[config.mk]
export PLATFORM = sky130hd
export DESIGN_NAME = flight_ctrl_rpm_scanner
export DESIGN_NICKNAME = d
export VERILOG_FILES = /design/src/rtl/fcm_pkg.sv /design/src/rtl/fcm_rpm_eval.sv /design/src/rtl/flight_ctrl_rpm_scanner.sv
export SDC_FILE = /design/constraint.sdc
export NUM_CORES = 1
export LEC_CHECK = 0
export ABC_AREA = 0
export BUFFER_PORTS_ARGS = -buffer_cell sky130_fd_sc_hd__buf_2
export CAP_MARGIN = 20
export CORE_ASPECT_RATIO = 0.8
export CORE_MARGIN = 10
export CORE_UTILIZATION = 60
export CTS_CLUSTER_SIZE = 14
export DETAILED_ROUTE_END_ITERATION = 6
export GPL_TIMING_DRIVEN = 1
export PLACE_DENSITY = 0.76
export SETUP_SLACK_MARGIN = 0.2
export SYNTH_ARGS = -nofsm -noshare
export SYNTH_HDL_FRONTEND = slang
export SYNTH_SLANG_ARGS = --single-unit
[constraint.sdc]
create_clock -name clk -period 14.25 [get_ports clk]
set_input_delay 0.7125 -clock clk [delete_from_list [all_inputs] [get_ports clk]]
set_output_delay 0.7125 -clock clk [all_outputs]
set_load 0.01 [all_outputs]
[src/rtl/fcm_pkg.sv]
// -----------------------------------------------------------------------------
// fcm_pkg
// Shared definitions for the flight-control rpm scanner:
//   - state_t    : scan FSM states
//   - DEF_*      : default rpm model coefficients and overspeed threshold
//   - acc_width  : width of the signed internal rpm accumulator for a given
//                  voltage sample width
// Optional feature macro used by the scanner: FCM_PEAK_HOLD_EN
// -----------------------------------------------------------------------------
package fcm_pkg;

   typedef enum logic [2:0] {
      IDLE = 3'd0,
      SQ   = 3'd1,
      CUBE = 3'd2,
      EVAL = 3'd3,
      DONE = 3'd4
   } state_t;

   localparam int DEF_C_LIN      = 1400;
   localparam int DEF_C_CUB      = 173;
   localparam int DEF_CUB_SHIFT  = 6;
   localparam int DEF_RPM_THRESH = 10000;

   // Room for C_CUB*v^3 (3*V_W bits plus a 16-bit coefficient) with headroom
   // for the sign of the linear-minus-cubic difference.
   function automatic int acc_width(input int v_w);
      return 3 * v_w + 16;
   endfunction

endpackage

[src/rtl/fcm_rpm_eval.sv]
// -----------------------------------------------------------------------------
// fcm_rpm_eval
// Registered rpm datapath for one voltage sample:
//   SQ   stage : r_v2 = v^2, r_lin = C_LIN*v
//   CUBE stage : r_cube = (C_CUB*v*v^2) >> CUB_SHIFT
//   EVAL       : o_rpm = clamp(r_lin - r_cube), combinational from the registers
// Ports:
//   clk, rst_n   clock, synchronous active-low reset
//   i_sq_en      load the SQ stage registers
//   i_cube_en    load the CUBE stage register
//   i_v          voltage sample, held stable by the caller across SQ and CUBE
//   o_rpm        clamped/saturated rpm, valid while the caller is in EVAL
// -----------------------------------------------------------------------------
module fcm_rpm_eval
   import fcm_pkg::*;
#(
   parameter int V_W       = 8,
   parameter int RPM_W     = 16,
   parameter int C_LIN     = DEF_C_LIN,
   parameter int C_CUB     = DEF_C_CUB,
   parameter int CUB_SHIFT = DEF_CUB_SHIFT
) (
   input  logic             clk,
   input  logic             rst_n,
   input  logic             i_sq_en,
   input  logic             i_cube_en,
   input  logic [V_W-1:0]   i_v,
   output logic [RPM_W-1:0] o_rpm
);

   localparam int ACC_W = acc_width(V_W);

   logic [2*V_W-1:0]        r_v2;
   logic [ACC_W-1:0]        r_lin;
   logic [ACC_W-1:0]        r_cube;
   logic [ACC_W-1:0]        w_v_ext;
   logic [ACC_W-1:0]        w_lin;
   logic [ACC_W-1:0]        w_cube;
   logic signed [ACC_W-1:0] w_diff;

   // Negative results clamp to zero, anything above the rpm range saturates.
   function automatic logic [RPM_W-1:0] clamp_sat(input logic signed [ACC_W-1:0] d);
      if (d[ACC_W-1])
         return '0;
      else if (|d[ACC_W-2:RPM_W])
         return '1;
      else
         return d[RPM_W-1:0];
   endfunction

   assign w_v_ext = ACC_W'(i_v);
   assign w_lin   = w_v_ext * ACC_W'(C_LIN);
   assign w_cube  = (ACC_W'(C_CUB) * w_v_ext * ACC_W'(r_v2)) >> CUB_SHIFT;
   assign w_diff  = $signed(r_lin) - $signed(r_cube);
   assign o_rpm   = clamp_sat(w_diff);

   always_ff @(posedge clk) begin
      if (!rst_n) begin
         r_v2   <= '0;
         r_lin  <= '0;
         r_cube <= '0;
      end else begin
         // SQ stage boundary
         if (i_sq_en) begin
            r_v2  <= (2*V_W)'(i_v) * (2*V_W)'(i_v);
            r_lin <= w_lin;
         end
         // CUBE stage boundary
         if (i_cube_en) begin
            r_cube <= w_cube;
         end
      end
   end

endmodule

[src/rtl/flight_ctrl_rpm_scanner.sv]
// -----------------------------------------------------------------------------
// flight_ctrl_rpm_scanner
// Snapshots N_CH motor voltages on start and evaluates them one channel at a
// time on a shared rpm datapath (fcm_rpm_eval). Each channel's rpm is compared
// with RPM_THRESH and qualified by a debounce counter to produce overspeed
// flags; a selected channel is presented on the status outputs.
// Optional feature macro: FCM_PEAK_HOLD_EN (per-channel peak-rpm hold).
// Ports:
//   clk, rst_n  clock, synchronous active-low reset
//   start       scan request (ignored unless idle)
//   v           channel voltages, channel i at [i*V_W +: V_W]
//   sel         channel select for result / rpm_sel / peak_sel
//   busy        scan in progress
//   done        one-cycle pulse at the end of a scan
//   flags       debounced overspeed flag per channel
//   result      8'hFF when flags[sel] is set, else 8'h00 (registered)
//   rpm_sel     last rpm of channel sel (registered)
//   peak_clr    clears the peak registers (peak-hold builds only)
//   peak_sel    peak rpm of channel sel (0 without peak hold)
// -----------------------------------------------------------------------------
module flight_ctrl_rpm_scanner
   import fcm_pkg::*;
#(
   parameter int N_CH       = 4,
   parameter int V_W        = 8,
   parameter int RPM_W      = 16,
   parameter int C_LIN      = DEF_C_LIN,
   parameter int C_CUB      = DEF_C_CUB,
   parameter int CUB_SHIFT  = DEF_CUB_SHIFT,
   parameter int RPM_THRESH = DEF_RPM_THRESH,
   parameter int DEB_CNT    = 3,
   localparam int SEL_W     = (N_CH > 1) ? $clog2(N_CH) : 1
) (
   input  logic                clk,
   input  logic                rst_n,
   input  logic                start,
   input  logic [N_CH*V_W-1:0] v,
   input  logic [SEL_W-1:0]    sel,
   output logic                busy,
   output logic                done,
   output logic [N_CH-1:0]     flags,
   output logic [7:0]          result,
   output logic [RPM_W-1:0]    rpm_sel,
   input  logic                peak_clr,
   output logic [RPM_W-1:0]    peak_sel
);

   state_t              r_state;
   state_t              w_state_nxt;
   logic [N_CH*V_W-1:0] r_snap;
   logic [SEL_W-1:0]    r_ch;
   logic [RPM_W-1:0]    r_rpm [N_CH];
   logic [7:0]          r_cnt [N_CH];
   logic [N_CH-1:0]     r_flags;
   logic [7:0]          r_result;
   logic [RPM_W-1:0]    r_rpm_sel;

   logic                w_capture;
   logic                w_sq_en;
   logic                w_cube_en;
   logic                w_eval;
   logic                w_last;
   logic                w_sel_ok;
   logic [V_W-1:0]      w_v_cur;
   logic [RPM_W-1:0]    w_rpm;
   logic [7:0]          w_cnt_cur;
   logic [7:0]          w_cnt_nxt;

   assign w_last   = (int'(r_ch) == N_CH - 1);
   assign w_sel_ok = (int'(sel) < N_CH);
   assign w_v_cur  = r_snap[r_ch*V_W +: V_W];

   // ---------------- FSM ----------------
   always_ff @(posedge clk) begin
      if (!rst_n) r_state <= IDLE;
      else        r_state <= w_state_nxt;
   end

   always_comb begin
      w_state_nxt = r_state;
      busy        = 1'b0;
      done        = 1'b0;
      w_capture   = 1'b0;
      w_sq_en     = 1'b0;
      w_cube_en   = 1'b0;
      w_eval      = 1'b0;
      case (r_state)
         IDLE: begin
            if (start) begin
               w_capture   = 1'b1;
               w_state_nxt = SQ;
            end
         end
         SQ: begin
            busy        = 1'b1;
            w_sq_en     = 1'b1;
            w_state_nxt = CUBE;
         end
         CUBE: begin
            busy        = 1'b1;
            w_cube_en   = 1'b1;
            w_state_nxt = EVAL;
         end
         EVAL: begin
            busy        = 1'b1;
            w_eval      = 1'b1;
            w_state_nxt = w_last ? DONE : SQ;
         end
         DONE: begin
            // start is not sampled here, so a request in this cycle is dropped
            done        = 1'b1;
            w_state_nxt = IDLE;
         end
         default: w_state_nxt = IDLE;
      endcase
   end

   // ---------------- snapshot / channel index ----------------
   always_ff @(posedge clk) begin
      if (!rst_n) begin
         r_snap <= '0;
         r_ch   <= '0;
      end else if (w_capture) begin
         r_snap <= v;
         r_ch   <= '0;
      end else if (w_eval && !w_last) begin
         r_ch   <= r_ch + SEL_W'(1);
      end
   end

   fcm_rpm_eval #(
      .V_W       (V_W),
      .RPM_W     (RPM_W),
      .C_LIN     (C_LIN),
      .C_CUB     (C_CUB),
      .CUB_SHIFT (CUB_SHIFT)
   ) u_eval (
      .clk       (clk),
      .rst_n     (rst_n),
      .i_sq_en   (w_sq_en),
      .i_cube_en (w_cube_en),
      .i_v       (w_v_cur),
      .o_rpm     (w_rpm)
   );

   // ---------------- EVAL: rpm store and debounce ----------------
   always_comb begin
      w_cnt_cur = r_cnt[r_ch];
      w_cnt_nxt = '0;
      if (w_rpm > RPM_W'(RPM_THRESH)) begin
         w_cnt_nxt = (w_cnt_cur >= 8'(DEB_CNT)) ? 8'(DEB_CNT) : w_cnt_cur + 8'd1;
      end
   end

   always_ff @(posedge clk) begin
      if (!rst_n) begin
         for (int i = 0; i < N_CH; i++) begin
            r_rpm[i] <= '0;
            r_cnt[i] <= '0;
         end
         r_flags <= '0;
      end else if (w_eval) begin
         r_rpm[r_ch]   <= w_rpm;
         r_cnt[r_ch]   <= w_cnt_nxt;
         r_flags[r_ch] <= (w_cnt_nxt == 8'(DEB_CNT));
      end
   end

   // ---------------- output select ----------------
   always_ff @(posedge clk) begin
      if (!rst_n) begin
         r_result  <= '0;
         r_rpm_sel <= '0;
      end else if (w_sel_ok) begin
         r_result  <= r_flags[sel] ? 8'hFF : 8'h00;
         r_rpm_sel <= r_rpm[sel];
      end else begin
         r_result  <= '0;
         r_rpm_sel <= '0;
      end
   end

   assign flags   = r_flags;
   assign result  = r_result;
   assign rpm_sel = r_rpm_sel;

`ifdef FCM_PEAK_HOLD_EN
   logic [RPM_W-1:0] r_peak [N_CH];
   logic [RPM_W-1:0] r_peak_sel;

   // A clear coinciding with EVAL wins over the peak update.
   always_ff @(posedge clk) begin
      if (!rst_n) begin
         for (int i = 0; i < N_CH; i++) r_peak[i] <= '0;
         r_peak_sel <= '0;
      end else begin
         if (peak_clr) begin
            for (int i = 0; i < N_CH; i++) r_peak[i] <= '0;
         end else if (w_eval && (w_rpm > r_peak[r_ch])) begin
            r_peak[r_ch] <= w_rpm;
         end
         r_peak_sel <= w_sel_ok ? r_peak[sel] : '0;
      end
   end

   assign peak_sel = r_peak_sel;
`else
   logic w_unused_peak_clr;
   assign w_unused_peak_clr = peak_clr;
   assign peak_sel          = '0;
`endif

endmodule

## Word-level counts from Yosys, hierarchy flattened

Memories as Yosys holds them, arrays and structs flattened. A register that Yosys moved wholly into a read port is not among the register bits.
Index checks and enable logic that the tools add are counted.

| cells by class | value |
|---|---|
| add/subtract/negate cells | 3 |
| multiply operators | 4 |
| magnitude comparators | 5 |
| equality and inequality tests | 7 |
| shift operators | 1 |
| mux-type cells | 32 |
| bitwise logic cells | 1 |
| reduce and logical (&&, ||, !) cells | 10 |

Operator list:

| cell | number |
|---|---|
| 2-to-1 mux 16 bit | 3 |
| multiplier 40 x 16 -> 40 bit | 1 |
| subtractor 40 x 35 -> 40 bit | 1 |
| 2-to-1 mux 8 bit | 4 |
| variable part select 32 x 6 -> 8 bit | 1 |
| OR reduction 23 bit | 1 |
| greater-than comparator 16 x 14 -> 1 bit, second input constant | 1 |
| multiplier 8 x 8 -> 16 bit | 1 |
| multiplier 8 x 8 -> 16 bit, first input constant | 1 |
| multiplier 8 x 8 -> 16 bit, second input constant | 1 |
| OR reduction 16 bit | 1 |
| 2-to-1 mux 1 bit | 15 |
| one-hot mux 3 bit (4 select lines) | 1 |
| adder 8 x 1 -> 8 bit, second input constant | 1 |
| equality test 8 x 2 -> 1 bit, second input constant | 1 |
| greater-or-equal comparator 8 x 2 -> 1 bit, second input constant | 1 |
| 2-to-1 mux 2 bit | 4 |
| OR reduction 8 bit | 1 |
| equality test 3 x 2 -> 1 bit, second input constant | 2 |
| less-than comparator 2 x 3 -> 1 bit, second input constant | 2 |
| 2-to-1 mux 3 bit | 2 |
| bitwise mux 4 bit | 1 |
| equality test 3 x 1 -> 1 bit, second input constant | 1 |
| equality test 3 bit, second input constant | 1 |
| 12 further kinds | 14 |

| storage, ports and cells | value |
|---|---|
| bits in registers | 136 |
| bits in writable memories | 96 |
| bits of input ports | 38 |
| output and inout bits | 46 |
| logic and storage cells | 73 |
| memories | 2 |

Memory list:

| name | depth | bits a word | rd ports | clocked after Yosys merged registers in | write ports | line | RTL |
|---|---|---|---|---|---|---|---|
| r_rpm | 4 | 16 | 1 | 1 | 4 | flight_ctrl_rpm_scanner.sv:52 | `logic [RPM_W-1:0] r_rpm [N_CH];` |
| r_cnt | 4 | 8 | 1 | 1 | 4 | flight_ctrl_rpm_scanner.sv:53 | `logic [7:0] r_cnt [N_CH];` |

## Logic depth before layout (Yosys ltp)

| logic depth | value |
|---|---|
| word-level depth | 8 |
| depth in mapped cells | 43 |
| gate-level depth less buffers | 40 |

## By module

A second synthesis with hierarchy kept.

| second synthesis, totals | value |
|---|---|
| cells, all modules | 2260 |
| area, all modules | 22068.7 um2 |

Modules (own cells, without submodules):

| module | instances | cells an instance | area each (um2) | sequential area each (um2) |
|---|---|---|---|---|
| fcm_rpm_eval | 1 | 1761 | 15479.8 | 1121.1 |
| flight_ctrl_rpm_scanner | 1 | 499 | 6588.8 | 4083.9 |

## Worst setup path before layout

Ideal clock, no wire load.

| timing | value |
|---|---|
| path type | reg-to-reg |
| from | register r_ch[1] |
| to | register u_eval.r_cube[28] |
| library setup time | 0.132 ns |
| data arrival time | 9.941 ns |
| data required time | 14.118 ns |
| slack | 4.176 ns |
| cell stages (with the launch flop) | 39 |
| buffers on the path | 2 |
| clock period less this slack | 10.074 ns |
| cell sequence | dfxtp_1 buf_6 mux4_1 ha_1 ha_1 inv_1 fa_1 fa_1 inv_1 ha_1 a21oi_1 o21ai_0 a21oi_1 o21ai_0 a211oi_1 o21ai_0 o211ai_1 buf_2 (+3 left out) fa_1 fa_1 inv_1 fa_1 fa_1 inv_1 fa_1 inv_1 ha_1 a21oi_1 o211ai_1 or4_1 o21ai_4 o41a_4 o21ai_4 o41ai_1 nand3b_1 a21oi_1 |

| on the way | value |
|---|---|
| word-level cells in the longest chain between the ends | 3 |

Ends and longest elaborated chain:

| what | line | RTL |
|---|---|---|
| start: declaration | flight_ctrl_rpm_scanner.sv:51 | `logic [SEL_W-1:0] r_ch;` |
| start signal: assignment | flight_ctrl_rpm_scanner.sv:127 | `r_ch <= r_ch + SEL_W'(1);` |
| variable part select 32 x 6 -> 8 bit | flight_ctrl_rpm_scanner.sv:71 | `assign w_v_cur = r_snap[r_ch*V_W +: V_W];` |
| multiplier 8 x 8 -> 16 bit | fcm_rpm_eval.sv:53 | `assign w_cube = (ACC_W'(C_CUB) * w_v_ext * ACC_W'(r_v2)) >> CUB_SHIFT;` |
| multiplier 40 x 16 -> 40 bit | fcm_rpm_eval.sv:53 |  |
| end signal: assignment | fcm_rpm_eval.sv:70 | `r_cube <= w_cube;` |
| end: declaration | fcm_rpm_eval.sv:35 | `logic [ACC_W-1:0] r_cube;` |

No other way between the ends.
A chain may end at the register's enable or synchronous reset.

## Final worst setup path

| timing | value |
|---|---|
| from | register r_ch[0] |
| to | register u_eval.r_cube[28] |

Same word-level chain as after synthesis.

==> reports/qor.txt <==
H-tree level count -> 1
Slowest CP cell -> dfxtp_1
Total Routing Usage GR -> 22.83%
Fill cells -> 2934
Die area -> 0.04474 mm²
Final Util -> 65.07%
Area of the core -> 0.03599 mm²
Cts bufs inserted -> 21
1st-iter DRT viols -> 1187
Initial core utilization -> 61.07%
DRC viols -> 0
Status -> complete, no violations
Most instantiated library cell after synthesis -> inv_1
Final hold vios -> 0
CP Max Fanout -> 21
Max-cap violations -> 0
Final net count -> 2855
Power, Total -> 2.270 mW
Pre-antenna DRT Iters -> 5
Share of the synthesized area in the top cell type -> 21.67%
Final Cycle Share -> 84.29%
RSZ-0062 raised after global routing -> false
Dpl ws -> 2.384 ns
Final setup vio count -> 0
Placed cells -> 2787
Growth of design area from synthesis to finish -> 6.539%
Sink Count -> 215
IO Pins -> 84
Worst Hold Endpoint -> r_snap[2]
Slew headroom -> 29.17%
Crit-path most repeated cell -> fa_1
Cells after Synth -> 2299
Total number of vias -> 15.76k
Post-CTS Setup Bufs -> 0
Reg-to-Reg End -> u_eval.r_cube[28]
Number of global-route vias before repair -> 16.18k
Die W -> 234.0 µm
Port bufs -> 66
Pin count of the biggest net entering global routing -> 63
Setup WS post-layout -> 2.239 ns
Post-route ant nets -> 0
Max Root-Sink Buffers -> 3
Hold Crit Start -> v[2]
Count of cell types in the netlist -> 77
Ant diodes -> 0
Final non-filler cell total -> 2824
Clk slew on worst S/H paths -> 0.07 ns
Clk_skew -> 0.01028 ns
Post-Syn Area -> 0.02198 mm²
Worst reg2reg setup slack -> 2.24 ns
Root Buffer -> clkbuf_16
Asr flop ratio synth -> 0%
Peak supply drop -> 0.1035 mV
Hpwl dp -> 38.93 mm
Post-synth top area cell -> fa_1
Drt wl/cell -> 17.70 µm
Synthesis warning total -> 0
Post-synthesis sequential area ratio -> 23.95%
Worst path bufs/invs -> 6
Worst setup SP type -> flip-flop
CTS tree -> yes
LEAKAGE -> 11.40 nW
Crit path kind -> flip-flop to flip-flop
CP endpoint kind -> flip-flop
Initial antenna violation count -> 0
Post-synthesis area per instance -> 9.562 µm²
Slew @ Worst Pin -> 1.057 ns
Setup_tns -> 0 ns
Critical path depth -> 35
Fmax -> 0.08326 GHz
Via density per instance -> 5.580
Gp weighted congestion -> 0.8950
#FFs+latches synth -> 215
Pwr Density -> 96.90 mW/mm²
Hold path cells -> 3
Worst path arrival time -> 12.40 ns
Reg2reg path depth -> 35
GRT Residual Overflow -> 0
Post-CTS sizing -> 0
Slew Viols, Final -> 0
Hold-fix buffers, CTS -> 0
Final WL -> 49.98 mm
Worst r2r src -> r_ch[0]
Slowest stage delay, CP -> 0.94 ns
CP top delay family -> adder cells
EDFF count, synth -> 96
Hold WC Path Type -> primary input to flip-flop
Top post-synthesis cells by area -> fa_1 (22%), ha_1 (14%), edfxtp_1 (13%), dfxtp_1 (11%), inv_1 (6.3%)
First-pass GRT wire length -> 82.69 mm
Ys flop type -> dfxtp_1
Top cells by count, synth -> inv_1 (369), nand2_1 (265), ha_1 (249)
Rows -> 62
Clk Latency, worst-skew pair -> 0.51 ns
Required time worst endpoint -> 14.64 ns
Vert. Die Dim -> 191.2 µm
Tmin final -> 12.01 ns
Ratio of cells with drive above 1 in the final layout -> 7.935%
## cells in the final DEF (no fill, tap or decap), types with 40 or more instances in the layout
cell / synthesis / final
a21oi_1: 68 / 68
o21ai_0: 49 / 49
buf_2: 6 / 65
fa_1: 238 / 238
and2_1: 165 / 165
inv_1: 369 / 369
nand2_1: 265 / 265
conb_1: 1 / 40
dfxtp_1: 119 / 119
nor2_1: 86 / 86
ha_1: 249 / 249
edfxtp_1: 96 / 96
## area by class of cell
cell class	count	area (µm²)	share of cell area, %
Inverter	369	1385	5.914
Clock buffer	29	585.6	2.500
Multi-Input combinational cell	1631	14950	63.82
Sequential cell	215	5265	22.48
Tap cell	480	600.6	2.564
Clock inverter	8	68.82	0.2938
Timing Repair Buffer	92	568.0	2.425
## flip-flops by register name (all words and copies together), names as in the netlist, named ones only
signal	flops
u_eval.r_lin	15
rpm_sel	16
r_cnt	32
flags	4
result	1
r_ch	2
u_eval.r_cube	29
r_state	3
r_rpm	64
r_snap	32
u_eval.r_v2	15
## kinds of logic (layout without fill, tap and decap cells)
group / after synthesis / count (layout) / synth area share [%]
and+or+nand+nor: 714 / 714 / 16.28
buffers and inverters: 492 / 498 / 8.896
adders and majority gates: 487 / 487 / 35.85
AOI/OAI and AO/OA: 281 / 281 / 8.765
DFF: 215 / 215 / 23.95
xor gates and xnor gates: 62 / 62 / 2.470
muxes: 47 / 47 / 3.773
other: 1 / 40 / 0.01706
## through the flow
stage / hold slack (ns) / cell area (µm²)
global placement: 0.4417 / 22710
detailed placement: 0.4530 / 22770
finish: 0.4366 / 23420
CTS: 0.4227 / 23420
floorplan: 0.4320 / 22130
global route: 0.4392 / 23420
## report_power, final
part / leakage (nW) / internal, mW / switching (mW)
Sequential: 1.95 / 0.684 / 0.0330
Combinational: 9.13 / 0.363 / 0.642
Clock: 0.318 / 0.306 / 0.242
## per-layer routing
layer  wire length (µm)  vias up  GRT usage, %
met2              23210      442         36.93
met3               3271       57         3.793
li1                   -     7483             -
met5                  0        -             0
met1              22690     7776         32.20
met4                801        0         3.815
## worst max-delay path by stage
stage            start                 to  slack [ns]
6_report       r_ch[0]  u_eval.r_cube[28]        2.24
3_3_place_gp   r_ch[0]  u_eval.r_cube[28]        2.42
2_1_floorplan  r_ch[1]  u_eval.r_cube[28]        4.18
5_1_grt        r_ch[0]  u_eval.r_cube[28]        1.57
3_5_place_dp   r_ch[0]  u_eval.r_cube[28]        2.38
4_1_cts        r_ch[0]  u_eval.r_cube[28]        2.34
## worst register-to-register path, delay by kind of cell, from the launching register on
family                   cells  cell delay [ns]
AND/OR/NAND/NOR              4             1.57
adder cells (fa/ha/maj)     12             5.35
buffers and inverters        6             0.60
AO/OA/AOI/OAI               12             2.66
flip-flops                   1             0.94
multiplexers                 1             0.79
Power figures use the tool's default switching activity.
